**src/rtl/fc_requant_unit.sv**
```systemverilog
// fc_requant_unit: TFLite per-tensor requantization of the FC int32 accumulator stream to int8.
// Optional feature macro REQUANT_SAT_COUNT_EN adds a per-job sat_count output of clamped elements.
module fc_requant_unit #(
  parameter int OUT_W = 8,
  parameter int CNT_W = 16
) (
  input  logic                    clk,
  input  logic                    rst,
  input  logic                    start,
  input  logic [CNT_W-1:0]        count,
  input  logic signed [31:0]      multiplier,
  input  logic signed [5:0]       shift,
  input  logic signed [15:0]      out_zero_point,
  input  logic signed [OUT_W-1:0] act_min,
  input  logic signed [OUT_W-1:0] act_max,
  input  logic                    acc_valid,
  output logic                    acc_ready,
  input  logic signed [31:0]      acc_data,
  output logic                    out_valid,
  input  logic                    out_ready,
  output logic signed [OUT_W-1:0] out_data,
  output logic                    ready,
  output logic                    done
`ifdef REQUANT_SAT_COUNT_EN
  ,
  output logic [CNT_W-1:0]        sat_count
`endif
);

  localparam logic signed [31:0] I32_MAX   = 32'sh7FFF_FFFF;
  localparam logic signed [31:0] I32_MIN   = 32'sh8000_0000;
  localparam logic signed [63:0] I32_MAX64 = 64'sh0000_0000_7FFF_FFFF;
  localparam logic signed [63:0] I32_MIN64 = 64'shFFFF_FFFF_8000_0000;
  localparam logic signed [63:0] NUDGE_POS = 64'sh0000_0000_4000_0000;
  localparam logic signed [63:0] NUDGE_NEG = 64'shFFFF_FFFF_C000_0001;

  typedef enum logic [1:0] {IDLE, RUN, DRAIN, DONE} state_t;

  state_t state_q, state_d;

  logic [CNT_W-1:0]        cnt_q, in_cnt, out_cnt;
  logic signed [31:0]      mult_q;
  logic [4:0]              left_q;
  logic [5:0]              right_q;
  logic signed [15:0]      zp_q;
  logic signed [OUT_W-1:0] min_q, max_q;

  logic                    s1_valid, s1_special, s2_valid;
  logic signed [63:0]      s1_prod;
  logic signed [31:0]      s2_h;

  logic                    adv, in_fire, out_fire, start_fire;
  logic [4:0]              left_d;
  logic [5:0]              right_d;

  assign adv        = !out_valid || out_ready;
  assign acc_ready  = (state_q == RUN) && adv && (in_cnt < cnt_q);
  assign in_fire    = acc_valid && acc_ready;
  assign out_fire   = out_valid && out_ready;
  assign start_fire = (state_q == IDLE) && start;

  // The signed shift splits into a pre-multiply left shift and a post-multiply rounding right shift.
  assign left_d  = shift[5] ? 5'd0 : shift[4:0];
  assign right_d = shift[5] ? (~shift + 6'd1) : 6'd0;

  // S1 datapath: saturating left shift then full 64-bit product.
  logic signed [63:0] acc_shl, prod;
  logic signed [31:0] x_sat;
  logic               special;

  assign acc_shl = $signed({{32{acc_data[31]}}, acc_data}) <<< left_q;
  assign x_sat   = (acc_shl > I32_MAX64) ? I32_MAX :
                   (acc_shl < I32_MIN64) ? I32_MIN : acc_shl[31:0];
  assign prod    = $signed({{32{x_sat[31]}}, x_sat}) * $signed({{32{mult_q[31]}}, mult_q});
  assign special = (x_sat == I32_MIN) && (mult_q == I32_MIN);

  // S2 datapath: round-to-nearest doubling high multiply, quotient truncated toward zero.
  logic signed [63:0] nudge, sum, quot;
  logic signed [31:0] h;

  assign nudge = s1_prod[63] ? NUDGE_NEG : NUDGE_POS;
  assign sum   = s1_prod + nudge;
  assign quot  = sum[63] ? ((sum + I32_MAX64) >>> 31) : (sum >>> 31);
  assign h     = s1_special ? I32_MAX : quot[31:0];

  // S3 datapath: rounding divide by power of two, zero-point add, then clamp low before clamp high.
  logic signed [63:0]      h64, r64;
  logic [63:0]             mask, rem, thr;
  logic signed [32:0]      v, min33, max33, lo_v, cl_v;
  logic signed [OUT_W-1:0] out_d;

  assign h64   = $signed({{32{s2_h[31]}}, s2_h});
  assign mask  = (64'd1 << right_q) - 64'd1;
  assign rem   = h64 & mask;
  assign thr   = (mask >> 1) + {63'd0, s2_h[31]};
  assign r64   = (h64 >>> right_q) + ((rem > thr) ? 64'sd1 : 64'sd0);
  assign v     = $signed(r64[32:0]) + $signed({{17{zp_q[15]}}, zp_q});
  assign min33 = $signed({{(33-OUT_W){min_q[OUT_W-1]}}, min_q});
  assign max33 = $signed({{(33-OUT_W){max_q[OUT_W-1]}}, max_q});
  assign lo_v  = (v < min33) ? min33 : v;
  assign cl_v  = (lo_v > max33) ? max33 : lo_v;
  assign out_d = cl_v[OUT_W-1:0];

  logic unused_bits;
  assign unused_bits = ^{quot[63:32], r64[63:33], cl_v[32:OUT_W]};

  always_comb begin
    state_d = state_q;
    ready   = 1'b0;
    done    = 1'b0;
    case (state_q)
      IDLE: begin
        ready = 1'b1;
        if (start) state_d = (count == '0) ? DONE : RUN;
      end
      RUN:   if (in_fire && (in_cnt == cnt_q - CNT_W'(1))) state_d = DRAIN;
      DRAIN: if (out_fire && (out_cnt == cnt_q - CNT_W'(1))) state_d = DONE;
      DONE: begin
        done    = 1'b1;
        state_d = IDLE;
      end
      default: state_d = IDLE;
    endcase
  end

  always_ff @(posedge clk) begin
    if (rst) begin
      state_q <= IDLE;
      cnt_q   <= '0;
      in_cnt  <= '0;
      out_cnt <= '0;
      mult_q  <= '0;
      left_q  <= '0;
      right_q <= '0;
      zp_q    <= '0;
      min_q   <= '0;
      max_q   <= '0;
    end else begin
      state_q <= state_d;
      if (start_fire) begin
        cnt_q   <= count;
        mult_q  <= multiplier;
        left_q  <= left_d;
        right_q <= right_d;
        zp_q    <= out_zero_point;
        min_q   <= act_min;
        max_q   <= act_max;
        in_cnt  <= '0;
        out_cnt <= '0;
      end else begin
        if (in_fire)  in_cnt  <= in_cnt + CNT_W'(1);
        if (out_fire) out_cnt <= out_cnt + CNT_W'(1);
      end
    end
  end

  // All three stages move together on adv; a stalled output freezes the whole pipe.
  always_ff @(posedge clk) begin
    if (rst) begin
      s1_valid   <= 1'b0;
      s1_prod    <= '0;
      s1_special <= 1'b0;
      s2_valid   <= 1'b0;
      s2_h       <= '0;
      out_valid  <= 1'b0;
      out_data   <= '0;
    end else if (adv) begin
      s1_valid   <= in_fire;
      s1_prod    <= prod;
      s1_special <= special;
      s2_valid   <= s1_valid;
      s2_h       <= h;
      out_valid  <= s2_valid;
      if (s2_valid) out_data <= out_d;
    end
  end

`ifdef REQUANT_SAT_COUNT_EN
  logic s3_sat;
  assign s3_sat = (v < min33) || (v > max33);

  always_ff @(posedge clk) begin
    if (rst) begin
      sat_count <= '0;
    end else if (start_fire) begin
      sat_count <= '0;
    end else if (adv && s2_valid && s3_sat && (sat_count != '1)) begin
      sat_count <= sat_count + CNT_W'(1);
    end
  end
`endif

endmodule

```
**config.mk**
```make
export PLATFORM = sky130hd
export DESIGN_NAME = fc_requant_unit
export DESIGN_NICKNAME = d
export VERILOG_FILES = /design/src/rtl/fc_requant_unit.sv
export SDC_FILE = /design/constraint.sdc
export NUM_CORES = 2
export LEC_CHECK = 0
export ABC_AREA = 1
export CORE_AREA = 8 8 404 406
export DETAILED_ROUTE_END_ITERATION = 10
export DIE_AREA = 0 0 412 414
export REMOVE_ABC_BUFFERS = 1
export SLEW_MARGIN = 20
export SYNTH_ARGS = -nofsm -noshare
export SYNTH_HDL_FRONTEND = slang
export SYNTH_SLANG_ARGS = --single-unit
```
**constraint.sdc**
```tcl
create_clock -name clk -period 11.19 [get_ports clk]
set_input_delay 2.7975 -clock clk [delete_from_list [all_inputs] [get_ports clk]]
set_output_delay 2.7975 -clock clk [all_outputs]
set_load 0.1 [all_outputs]
```
==> summary.txt <==
Run status
  • Status: finished with violations
  • Failing checks: setup timing

Route
  • Avg WL per Cell: 20.6 um
  • DRT antenna net count: 0
  • DR WL met3: about 18 mm
  • Initial DRC count: 4404
  • DR vias: just over 60000
  • Via density: 5.24
  • DRT met1 WL: about 100 mm
  • Total Wirelength: 239 mm
  • DR top layer: met5
  • Met2 wire len: 110 mm
  • Post-route DRC violation count: 0
  • DRT Pass-1 Iters: 8

Critical path
  • Data required, critical path: around 12 ns
  • FF-to-FF setup slack: ~0.66 ns
  • Worst r2r path cells: between 60 and 70
  • FF-to-FF Start: right_q[4]
  • Classification of the worst setup path: in -> reg
  • Worst Setup Start Kind: input pin
  • CP max-delay cell: fa_1
  • CP endpoint: s1_prod[62]
  • CP startpoint: acc_data[13]
  • Crit Path Max Fanout: 9
  • CP max stage delay: about 0.56 ns
  • Crit. End Element: flop
  • CP arrival: approximately 12 ns
  • RR Endpoint: out_data[1]

Synth
  • Sequential area share after synthesis: 0.0750
  • Share of the synthesized area in the top cell type: 0.349
  • Syn Inst Count: 8615
  • Top cells by count, synth: 1835 x inv_1, 1762 x nand2_1, 1084 x fa_1
  • Post-synth EDFFs: 0
  • Count leader, synth: inv_1
  • Top_reg_cell synth: dfxtp_1
  • Syn_area_per_cell: between 7 and 8 um^2
  • Yosys reg bits: between 200 and 250
  • Yosys cell types: 66
  • Yosys Warn Count: 0
  • Cell Area, Synth: 62200 um^2
  • Ys async rst share: 0
  • Dominant cell type by area after synthesis: fa_1
  • Top cells by area, synth: fa_1 35%, inv_1 11%, nand2_1 11%, ha_1 8.1%, dfxtp_1 7.5%

STA
  • Final Hold Viols: 0
  • Endpoints failing setup: 3
  • Max_slew headroom: 0.251
  • RSZ-0062 raised after global routing: yes
  • Fmax: 0.0888 GHz
  • Actual slew at the worst max-slew pin: 1.11 ns
  • Slew Limit Fails: 0
  • Worst-case clock skew: around 0.044 ns
  • Final worst setup slack: -0.0673 ns
  • Final worst-path cycle share: 1.01
  • Minimum clock period: between 10 and 15 ns

Place
  • Placed insts: about 11000
  • PortBufs: roughly 130
  • Gpl congestion: about 1
  • Hpwl dp: slightly below 200 mm
  • Dpl ws: -1.43 ns

Floorplan
  • Starting Density: 0.396
  • Cell Rows: between 100 and 150
  • Vert. Die Dim: ~410 um
  • Core ar.: 157000 um^2
  • Die width: ~400 um
  • Io pins: 135
  • Die Area: between 150000 and 200000 um^2

CTS
  • CTS buffer count: 31
  • Cts hold-fix bufs: 0
  • Clock transition at the registers of the reported paths: roughly 0.060 ns
  • CTS tree: done
  • Longest Clk Path Bufs: 3
  • Clk_lat worst skew: about 0.68 ns
  • H-tree depth: 1
  • Clk root buf: clkbuf_16
  • Clock sinks: approximately 230

GRT
  • Via count of the first global-routing pass: 62900
  • Largest net degree at the start of global routing: approximately 110
  • Total track usage: 0.274
  • Grt ovf: 0
  • First-pass GRT wire length: 367 mm
  • Initial antenna violation count: 5

Final layout
  • Nets@finish: 11100
  • Layout area overhead: 24.9%
  • Fin cells: between 10000 and 15000
  • Share of cells above drive strength 1: 0.191

Min path
  • Tightest Hold Check Type: reg -> reg
  • Hold_sp: out_data[6]

Flow run
  • Number of max-cap violations: 0
==> sequential cells by signal, summed over array words and instances (netlist names), 16 cells and up <==
register	count
out_cnt	16
mult_q	32
in_cnt	16
zp_q	16
s2_h	32
s1_prod	64
cnt_q	16
==> layer usage <==
| layer | track usage | up-vias |
|---|---|---|
| li1 | - | 28100 |
| met1 | 0.356 | 29900 |
| met2 | 0.455 | 2139 |
| met3 | 0.0462 | 579 |
| met4 | 0.111 | 4 |
| met5 | 0 | - |
==> timing repair <==
| action | CTS | global route |
|---|---|---|
| pin swaps | 145 | 164 |
| gates resized for setup | 518 | 355 |
| gates cloned | 8 | 5 |
| endpoints found under the hold margin | 0 | 0 |
| buffers inserted | 77 | 53 |
| setup endpoints to repair | 40 | 48 |
==> cell families (layout without fill, tap and decap cells) <==
group | count (synthesis) | after routing | synth area share
adder cells (fa/ha/maj) | 1489 | 1489 | 0.430
flip-flops | 233 | 233 | 0.0750
other | 2 | 5 | 0.000121
XOR/XNOR | 264 | 264 | 0.0372
AO/OA/AOI/OAI | 1080 | 1080 | 0.0976
buffers and inverters | 2211 | 3108 | 0.136
multiplexers | 15 | 15 | 0.00241
AND/OR/NAND/NOR | 3321 | 3321 | 0.222
==> critical path: cells and delay by family <==
family	cells	cell delay (ns)
and+or+nand+nor	22	2.13
buffers and inverters	16	1.78
AOI/OAI and AO/OA	7	0.90
adders and majority gates	9	4.18
==> cell usage in the layout (no fill, tap or decap), types with 129 or more instances in the layout <==
cell type / Yosys / routed
a21oi_1: 378 / 332
buf_4: 12 / 915
dfxtp_1: 233 / 222
fa_1: 1084 / 1036
ha_1: 405 / 376
inv_1: 1835 / 1788
nand2_1: 1762 / 1624
nand2_2: 16 / 131
nand3_1: 352 / 218
nand3_2: 6 / 129
nor2_1: 876 / 817
o21ai_0: 440 / 387
xor2_1: 192 / 190
==> through the flow <==
stage          cell area (um^2)  hold slack [ns]   util  setup TNS [ns]
2_1_floorplan             60800            0.436      -           -2.42
3_3_place_gp              72200            0.454  0.460          -43.30
3_5_place_dp              72200            0.461  0.460          -42.24
4_1_cts                   75900            0.470  0.483          -0.142
5_1_grt                   77700            0.481  0.495           -7.80
6_report                  77700            0.464  0.495          -0.137
==> how the worst min path moves through the flow <==
stage               slack (ns)  cells past startpoint          end
CTS                       0.47                      2  out_data[6]
detailed placement        0.46                      2  out_data[6]
floorplan                 0.44                      2     s1_valid
finish                    0.46                      2  out_data[6]
global route              0.48                      2  out_data[6]
global placement          0.45                      2     s1_valid
==> layout make-up <==
type | instances | area (um^2)
clock buffers | 41 | 863
multi-input cells | 6171 | 51900
inverters | 1875 | 7100
well taps | 2072 | 2590
flip-flops and latches | 233 | 4690
repair inverters | 1 | 5.00
diodes | 3 | 7.51
fillers | 15700 | 79400
clock inverters | 14 | 158
repair buffers | 1177 | 10400
Power is not shown: default switching activity piles up to over one toggle a cycle in this logic, so the estimate is an artifact.
